## config.mk

```make
export PLATFORM = sky130hd
export DESIGN_NAME = md_sequencer
export DESIGN_NICKNAME = d
export VERILOG_FILES = /design/src/rtl/md_sequencer.sv
export SDC_FILE = /design/constraint.sdc
export NUM_CORES = 1
export LEC_CHECK = 0
export ABC_AREA = 1
export CAP_MARGIN = 20
export CORE_MARGIN = 1.5
export CORE_UTILIZATION = 46
export CTS_BUF_LIST = sky130_fd_sc_hd__clkbuf_2 sky130_fd_sc_hd__clkbuf_4 sky130_fd_sc_hd__clkbuf_8
export DETAILED_ROUTE_END_ITERATION = 8
export PLACE_DENSITY_LB_ADDON = 0.15
export SLEW_MARGIN = 40
export SYNTH_ARGS = -nofsm -noshare
export SYNTH_HDL_FRONTEND = slang
export SYNTH_SLANG_ARGS = --single-unit
```

## constraint.sdc

```tcl
create_clock -name clock -period 2.45 [get_ports clock]
set_input_delay 0.245 -clock clock [delete_from_list [all_inputs] [get_ports clock]]
set_output_delay 0.245 -clock clock [all_outputs]
set_load 0.1 [all_outputs]
```

## src/rtl/md_sequencer.sv

```systemverilog
// Execute-stage sequencer for a multi-cycle mul/div unit: launches the unit,
// stalls the pipeline while it runs, and issues one writeback (result or exception status).
module md_sequencer #(
    parameter int         TIMEOUT     = 40,
    parameter logic [4:0] RSTATUS_REG = 5'd30
) (
    input  logic        clock,
    input  logic        reset,
    input  logic        md_start,
    input  logic        md_is_div,
    input  logic [31:0] operandA,
    input  logic [31:0] operandB,
    input  logic [4:0]  rd_in,
    input  logic        flush,
    output logic        unit_start,
    output logic        unit_is_div,
    output logic [31:0] unit_opA,
    output logic [31:0] unit_opB,
    input  logic        unit_done,
    input  logic [31:0] unit_result,
    input  logic        unit_exception,
    output logic        stall,
    output logic        busy,
    output logic        wb_valid,
    output logic [4:0]  wb_rd,
    output logic [31:0] wb_data,
    output logic        wb_exception
);

    typedef enum logic [1:0] {S_IDLE, S_RUN, S_DONE} state_t;

    localparam logic [5:0] CNT_LAST = 6'(TIMEOUT - 1);

    state_t      r_state;
    state_t      w_next;
    logic [5:0]  r_cnt;
    logic        r_start;
    logic        r_is_div;
    logic [31:0] r_opA;
    logic [31:0] r_opB;
    logic [4:0]  r_rd;
    logic [31:0] r_result;
    logic        r_exc;

    logic        w_launch;
    logic        w_div0;
    logic        w_run;
    logic        w_done;

    assign w_run    = (r_state == S_RUN);
    assign w_done   = (r_state == S_DONE);
    // A flushed instruction never launches; RUN ignores md_start entirely.
    assign w_launch = md_start & ~flush & ((r_state == S_IDLE) | w_done);
    assign w_div0   = md_is_div & (operandB == 32'd0);

    // State register
    always_ff @(posedge clock) begin
        if (reset) r_state <= S_IDLE;
        else       r_state <= w_next;
    end

    // Next-state logic
    always_comb begin
        w_next = r_state;
        case (r_state)
            S_IDLE, S_DONE: begin
                if (w_launch)    w_next = w_div0 ? S_DONE : S_RUN;
                else if (w_done) w_next = S_IDLE;
            end
            S_RUN: begin
                if (unit_done || r_cnt == CNT_LAST) w_next = S_DONE;
            end
            default: w_next = S_IDLE;
        endcase
    end

    // Operand latch, cycle counter and result capture
    always_ff @(posedge clock) begin
        if (reset) begin
            r_cnt    <= '0;
            r_start  <= 1'b0;
            r_is_div <= 1'b0;
            r_opA    <= '0;
            r_opB    <= '0;
            r_rd     <= '0;
            r_result <= '0;
            r_exc    <= 1'b0;
        end else begin
            r_start <= w_launch & ~w_div0;
            if (w_launch) begin
                r_opA    <= operandA;
                r_opB    <= operandB;
                r_is_div <= md_is_div;
                r_rd     <= rd_in;
                r_cnt    <= '0;
                r_result <= '0;
                r_exc    <= w_div0;
            end else if (w_run) begin
                if (unit_done) begin
                    r_result <= unit_result;
                    r_exc    <= unit_exception;
                end else if (r_cnt == CNT_LAST) begin
                    r_exc    <= 1'b1;
                end else begin
                    r_cnt    <= r_cnt + 6'd1;
                end
            end
        end
    end

    // Outputs; every exception status code depends only on the op type
    always_comb begin
        unit_start   = r_start;
        unit_is_div  = r_is_div;
        unit_opA     = r_opA;
        unit_opB     = r_opB;
        stall        = w_launch | w_run;
        busy         = w_run | w_done;
        wb_valid     = w_done;
        wb_exception = w_done & r_exc;
        wb_rd        = '0;
        wb_data      = '0;
        if (w_done) begin
            wb_rd   = r_exc ? RSTATUS_REG : r_rd;
            wb_data = r_exc ? (r_is_div ? 32'd5 : 32'd4) : r_result;
        end
    end

endmodule

```

* Word-level counts from Yosys, hierarchy flattened
Cells that the tools add are included.
** Word-level totals
- Register bits after elaboration :: 112
- Logic and storage cells :: 52
** Cells by class
- Add/sub/neg operators :: 1
- Eq/ne operators :: 5
- Multiplexer cells :: 14
- Bitwise operators :: 12
- Reductions and logical operators :: 11
** Operators with widths (number)
- two-way mux 32 bit :: 2
- zero test 32 bit :: 1
- two-way mux 5 bit :: 2
- two-way mux 2 bit :: 4
- adder 6 x 1 -> 6 bit, second input constant :: 1
- equality test 6 bit, second input constant :: 1
- AND reduction 2 bit :: 3
- bitwise AND 1 bit :: 5
- two-way mux 1 bit :: 5
- inverter 1 bit :: 4
- case mux 2 bit (2 select lines) :: 1
- OR reduction 2 bit :: 2
- inequality test 3 bit, second input constant :: 1
- bitwise OR 1 bit :: 3
- AND reduction 3 bit :: 1
- nonzero test 3 bit :: 1
- equality test 2 x 1 -> 1 bit, second input constant :: 1
- equality test 2 bit, second input constant :: 1
- zero test 2 bit :: 1
- inequality test 2 x 1 -> 1 bit, second input constant :: 1
- nonzero test 2 bit :: 1
- logical OR 1 bit :: 1

* Depth between registers and ports, before layout
Gate-level depths: netlist (run 1).
- Word-level depth :: 5
- Mapped depth :: 9
- Gate-level depth less buffers :: 9

* Worst setup path before layout (run 1)
OpenSTA, ideal clock, no wires.
- Path type :: register to output
- Start :: register r_state[0]
- End :: output wb_data[10]
- Arrival time :: 3.122 ns
- Required time :: 2.205 ns
- Slack :: -0.917 ns
- Cell stages (with the launch flop) :: 7
- Path buffers :: 2
- Cell sequence :: dfxtp_1 > inv_1 > ha_1 > buf_2 > buf_2 > nand2_1 > nor2_1
** On the way
- Cells in the longest elaborated chain, start to end :: 2
** Ends and longest elaborated chain
- from (decl) :: RTL line 34 : state_t r_state;
- from (signal assigned) :: RTL line 59 : else r_state <= w_next;
- equality test 2 bit :: RTL line 51 : assign w_done = (r_state == S_DONE);
- via wb_valid :: RTL line 24 : output logic wb_valid,
- two-way mux 32 bit :: RTL line 123 : if (w_done) begin
- to (decl) :: RTL line 26 : output logic [31:0] wb_data,
The timed path passes the listed nets, and every way through them passes these cells.

* Final worst setup path (run 1)
- Start :: register r_state[0]
- End :: output wb_data[0]
** On the way
- Cells in the longest elaborated chain, start to end :: 2
** Ends and longest elaborated chain (RTL line)
- equality test 2 bit :: 51
- two-way mux 32 bit :: 123
No other way between the ends.

==> results.yml, run 1 <==
setup_path:
  r2r_slack_ps: 510
  cp_common_cell: "nand2_2"
  regToRegStartpoint: "r_state[0]"
  crit_type: "reg2out"
  slowest_stage: "dfxtp_1"
  cp_max_fo: 40
  slowest_delay_ps: 360
  path_cells: "inv_1, ha_2, buf_8, nand2_2, clkinvlp_4, nand2_1, nand2_2, buf_12"
  setup.worst_path.end: "wb_data[0]"
  cp_top_family: "buffers and inverters"
  worstSetupStartpoint: "r_state[0]"
  critical_path_buf_inv_count: 4
  cp-end-kind: "output port"
  worstSetupStartpointType: "flip-flop"
  cp.depth: 8
  reg2reg_depth: 6
  crit_required_ps: 2200
  cp.arrival_ps: 2040
  rr_endpoint: "unit_opA[2]"
grt:
  grt-ovfl-total: 0
  antenna_found_initial: 0
  grt_pass1_vias: 4531
  track_usage_pct: 25.6
  grt_pass1_wl_um: 21100
  grt_start_max_net_pins: 73
timing:
  final-max-slew-violation-count: 0
  setup_tns_ps: 0
  worst_pin_slew_ps: 639
  clock_skew_ps: 12.9
  rsz0062_at_grt: "no"
  period_share_pct: 93.4
  relSlewSlack_pct: 57.4
  setup_viol_count_final: 0
  fmax_ghz: 0.437
  final.min_clock_period_ps: 2290
  hold_viol: 0
clock_network:
  cts_made_buffers: 9
  clkLatencyLatePin_ps: 370
  cts.sinks: 112
  cts_root_buf: "clkbuf_8"
  h-tree-depth: 3
  clk_pin_slew_ps: 100
  cts_tree: "built"
  clk_path_buf_depth: 2
  post_cts_buffers: 0
floorplanning:
  start_util_pct: 47.0
  dieWidth_um: 103
  rows: 36
  die_h_um: 103
  coreArea_um2: 9730
  io_pins: 215
  dieArea_um2: 10600
yosys:
  yosys.area.top_type: "dfxtp_1"
  synth-xor-area-share_pct: 0.574
  synthMuxAreaShare_pct: 0
  syn_avg_cell_area_um2: 7.15
  ys_seq_area_share_pct: 49.0
  synth_edf_count: 0
  yosysWarningCount: 0
  synth_area_leaders: "dfxtp_1 (49%), nor2_1 (14%), nand2_1 (8.4%)"
  synthAdderAreaFrac_pct: 1.09
  syn_inst: 640
  synth_top_area_share_pct: 49.0
  ys_ff_latch: 112
  synth_area_um2: 4580
  ys_types: 25
  async_flop_share_pct: 0
  synth-simple-area-share_pct: 28.7
  syn_nets: 752
  synth_top_family_by_area: "simple AND/OR/NAND/NOR gates"
  synthFlopType: "dfxtp_1"
  synth_compound_area_share_pct: 13.6
flow_run:
  maxCapViolCount: 0
placed_design:
  dp_hpwl_um: 9890
  post-place-cells: 952
  port_buffers: 214
  gp_congestion: 0.805
  placed_area_um2: 7200
detailed_routing:
  drt_wl_total_um: 13600
  route.detailed.drc: 0
  vias: 4890
  first_iter_violations: 161
  wire_per_inst_um: 14.0
  vias_per_cell: 5.05
  antenna_left: 0
  firstDrtPassIters: 4
power_and_ir_drop:
  power_leakage_nw: 2.94
  vdd_drop_max_uv: 630
  clockPowerShare_pct: 15.7
  p_int_mw: 3.31
  p_sw_share_pct: 49.9
  pwr-share-seq_pct: 34.2
  switching_power_mw: 3.30
  combPwrFrac_pct: 50.1
  cellPowerDensity_nw_per_um2: 892
layout:
  multi_input_area_um2: 2240
  antenna_cells: 0
  ff_latch_area_um2: 2240
  utilization_pct: 76.1
  area_growth_pct: 61.9
  fillers: 730
  layout.nets: 943
  drive_gt1_share_pct: 20.8
  fin_cells: 969
  fin_area_um2: 7410
status:
  status: "finished, final reports clean"
worst_hold_path:
  hold_class: "in2reg"
  min_from: "operandB[29]"
-- tightest hold or removal path, delay by kind of cell --
family,cells,cell delay [ps]
buf+inv,2,450
compound gates,1,60
-- flip-flops by register name (all words and copies together) (netlist names) --
signal / cells
r_cnt: 6
r_state: 2
r_result: 32
r_exc: 1
unit_start: 1
unit_opB: 32
r_rd: 5
unit_is_div: 1
unit_opA: 32
-- repair_timing --
action	CTS	global route
resized for setup	1	2
pin swaps	0	1
gates cloned	0	1
endpoints found under the setup margin	1	2
hold buffers	0	0
-- through the flow --
step	setup slack, ps	power, mW	hold slack [ps]
after floorplan	-96.4	4.74	314
after global routing	44.6	6.90	419
after CTS	36.5	6.62	419
final	163	6.61	435
after detailed placement	336	5.58	455
after global placement	414	5.52	449
-- how the worst min path moves through the flow --
stage	slack, ps	cells after the start	end
finish	430	3	unit_opB[29]
global route	420	3	r_result[24]
CTS	420	3	unit_opB[29]
detailed placement	460	2	r_result[0]
global placement	450	2	r_result[23]
floorplan	310	1	r_exc
-- synthesized netlist by cell type, drive strengths merged, types with 2 or more instances --
master	n
nor2	172
dfxtp	112
nand2	103
o21ai	72
a21oi	52
nand3	42
clkbuf	26
inv	24
buf	19
ha	4
nor3	3
xnor2	3
nand3b	2
nand4	2
-- final cells by class --
| class | instances | share of cell area [%] |
|---|---|---|
| Clock inverter | 5 | 0.541 |
| Clock buffer | 11 | 1.96 |
| Sequential cell | 112 | 30.3 |
| Multi-Input combinational cell | 459 | 30.3 |
| Tap cell | 133 | 2.25 |
| Timing Repair Buffer | 224 | 33.4 |
| Inverter | 25 | 1.32 |
-- layout by cell type (no fill, tap or decap), types with 5 or more instances in the layout --
master,instances
nor2_1,141
dfxtp_1,111
clkdlybuf4s50_1,107
nand2_1,101
buf_4,75
o21ai_0,66
a21oi_1,52
nand3_1,41
buf_12,41
nor2_4,24
inv_1,23
clkbuf_8,10
nor2_2,7
o21ai_1,5
-- power groups by stage --
stage | sequential [mW] | clock (mW) | combinational (mW)
3_5_place_dp | 2.29 | 0 | 3.29
2_1_floorplan | 3.64 | 0 | 1.10
3_3_place_gp | 2.28 | 0 | 3.25
4_1_cts | 2.26 | 1.07 | 3.30
6_report | 2.26 | 1.04 | 3.31
5_1_grt | 2.29 | 1.15 | 3.46
-- cells by family (layout without fill, tap and decap cells) --
family,Yosys count,count (layout)
AO/OA/AOI/OAI,124,125
XOR/XNOR,3,3
adder cells (fa/ha/maj),4,4
buffers and inverters,70,265
flip-flops,112,112
AND/OR/NAND/NOR,327,327
-- metal layers --
metal  share of wire [%]  global-route usage, %  vias to the layer above  routed length [um]
li1                    -                      -                     2435                   -
met1                  40                   30.6                     2203                5420
met2                  49                   43.2                      214                6640
met3                 7.5                   5.83                       38                1020
met4                 3.7                   13.4                        0                 498
met5                   0                      0                        -                   0
(Power assumes the default switching activity.)
==> run 2: changes to the inputs <==
--- a/config.mk
+++ b/config.mk
@@ -12,6 +12,7 @@
 export CTS_BUF_LIST = sky130_fd_sc_hd__clkbuf_2 sky130_fd_sc_hd__clkbuf_4 sky130_fd_sc_hd__clkbuf_8
 export DETAILED_ROUTE_END_ITERATION = 8
 export PLACE_DENSITY_LB_ADDON = 0.15
+export SKIP_CTS_REPAIR_TIMING = 1
 export SLEW_MARGIN = 40
 export SYNTH_ARGS = -nofsm -noshare
 export SYNTH_HDL_FRONTEND = slang
==> run 2 against run 1 <==
Effect of this change: wire length about the same; count of clock-buffer cells in the layout stayed put; non-clock buffer count is the same; clock power barely moved; global-route usage did not move; sequential cell count unchanged; critical path type unchanged; critical endpoint unchanged; largest power group unchanged; highest routed layer unchanged.
==> results.yml, run 2 (synthesis results as in run 1) <==
status:
  status: "finished, final reports clean"
grt:
  grt_pass1_vias: 4531
  antenna_found_initial: 0
  grt_start_max_net_pins: 73
  grt-ovfl-total: 0
  grt_pass1_wl_um: 21100
  track_usage_pct: 25.6
floorplanning:
  rows: 36
  dieWidth_um: 103
  dieArea_um2: 10600
  die_h_um: 103
  start_util_pct: 47.0
  coreArea_um2: 9730
  io_pins: 215
layout:
  fillers: 732
  fin_cells: 969
  area_growth_pct: 61.9
  utilization_pct: 76.1
  antenna_cells: 0
  drive_gt1_share_pct: 20.8
  most-common-layout-cells: "nor2_1 (141), dfxtp_1 (111), clkdlybuf4s50_1 (107)"
  layout.nets: 943
  layout_commonest_cell: "nor2_1"
  fin_area_um2: 7410
setup_path:
  r2r_slack_ps: 520
  slowest_stage: "dfxtp_1"
  crit_required_ps: 2200
  cp-end-kind: "output port"
  rr_endpoint: "unit_opA[2]"
  reg2reg_depth: 6
  crit_type: "reg2out"
  critical_path_buf_inv_count: 4
  cp_max_fo: 40
  cp_common_cell: "nand2_2"
  cp.arrival_ps: 2040
  cp_top_family: "buffers and inverters"
  regToRegStartpoint: "r_state[0]"
  slowest_delay_ps: 360
  path_cells: "inv_1, ha_2, buf_8, nand2_2, clkinvlp_4, nand2_1, nand2_2, buf_12"
  worstSetupStartpointType: "flip-flop"
worst_hold_path:
  min_from: "operandB[29]"
  whs_path_depth: 3
  hold_class: "in2reg"
  min_to: "unit_opB[29]"
timing:
  relSlewSlack_pct: 57.4
  setup_viol_count_final: 0
  fmax_ghz: 0.438
  final-max-slew-violation-count: 0
  rsz0062_at_grt: "no"
  worst_pin_slew_ps: 639
  worst_slack_ps: 167
  hold_viol: 0
  setup_tns_ps: 0
  clock_skew_ps: 12.4
  whs_ps: 437
  final.min_clock_period_ps: 2280
  period_share_pct: 93.2
placed_design:
  placed_area_um2: 7200
  post-place-ws_ps: 336
  gp_congestion: 0.805
  dp_hpwl_um: 9890
  post-place-cells: 952
  port_buffers: 214
clock_network:
  cts_root_buf: "clkbuf_8"
  h-tree-depth: 3
  clkLatencyLatePin_ps: 370
  clk_path_buf_depth: 2
  cts.sinks: 112
  cts_tree: "built"
  clk_pin_slew_ps: 100
  cts_made_buffers: 9
detailed_routing:
  vias_per_cell: 5.07
  wire_per_inst_um: 14.0
  route.detailed.drc: 0
  firstDrtPassIters: 5
  vias: 4912
  first_iter_violations: 175
  drt_wl_total_um: 13600
  antenna_left: 0
power_and_ir_drop:
  p_int_mw: 3.31
  vdd_drop_max_uv: 631
  p_sw_share_pct: 49.9
  clockPowerShare_pct: 15.7
  power_mw: 6.60
  pwr-share-seq_pct: 34.2
  combPwrFrac_pct: 50.2
  cellPowerDensity_nw_per_um2: 892
  switching_power_mw: 3.29
  power_leakage_nw: 2.94
flow_run:
  maxCapViolCount: 0
==> run 2: power by group through the flow <==
stage | combinational, mW | sequential, mW | clock (mW)
6_report | 3.31 | 2.26 | 1.04
5_1_grt | 3.46 | 2.29 | 1.14
4_1_cts | 3.29 | 2.26 | 1.07
3_5_place_dp | 3.29 | 2.29 | 0
3_3_place_gp | 3.25 | 2.28 | 0
2_1_floorplan | 1.10 | 3.64 | 0
==> run 2: worst register-to-register path: stages (launching register included) <==
cell,delay (ps)
dfxtp_1,400
inv_1,100
ha_1,300
o21ai_4,420
buf_4,380
o21ai_0,150
nor2_1,120
==> run 2: final cells by class <==
type | count | area, um^2 | area share (%)
clock buffers | 11 | 145 | 1.96
clock inverters | 5 | 40.0 | 0.541
inverters | 25 | 97.6 | 1.32
multi-input cells | 459 | 2240 | 30.3
flip-flops and latches | 112 | 2240 | 30.3
well taps | 133 | 166 | 2.25
repair buffers | 224 | 2470 | 33.4
==> run 2: routing by layer <==
layer | GRT usage, % | vias to the layer above | part of all wire, %
met5 | 0 | - | 0
li1 | - | 2432 | -
met1 | 30.6 | 2231 | 40
met2 | 43.2 | 216 | 49
met3 | 5.83 | 33 | 7.8
met4 | 13.4 | 0 | 3.4
==> run 2: worst max-delay path by stage <==
stage	startpoint	endpoint	slack, ps	cells past startpoint
detailed placement	r_state[0]	wb_data[0]	340	8
global route	r_state[0]	wb_data[0]	50	8
floorplan	r_state[0]	wb_data[10]	-100	6
CTS	r_state[0]	wb_data[0]	-70	8
global placement	r_state[0]	wb_data[0]	410	8
finish	r_state[0]	wb_data[0]	170	8
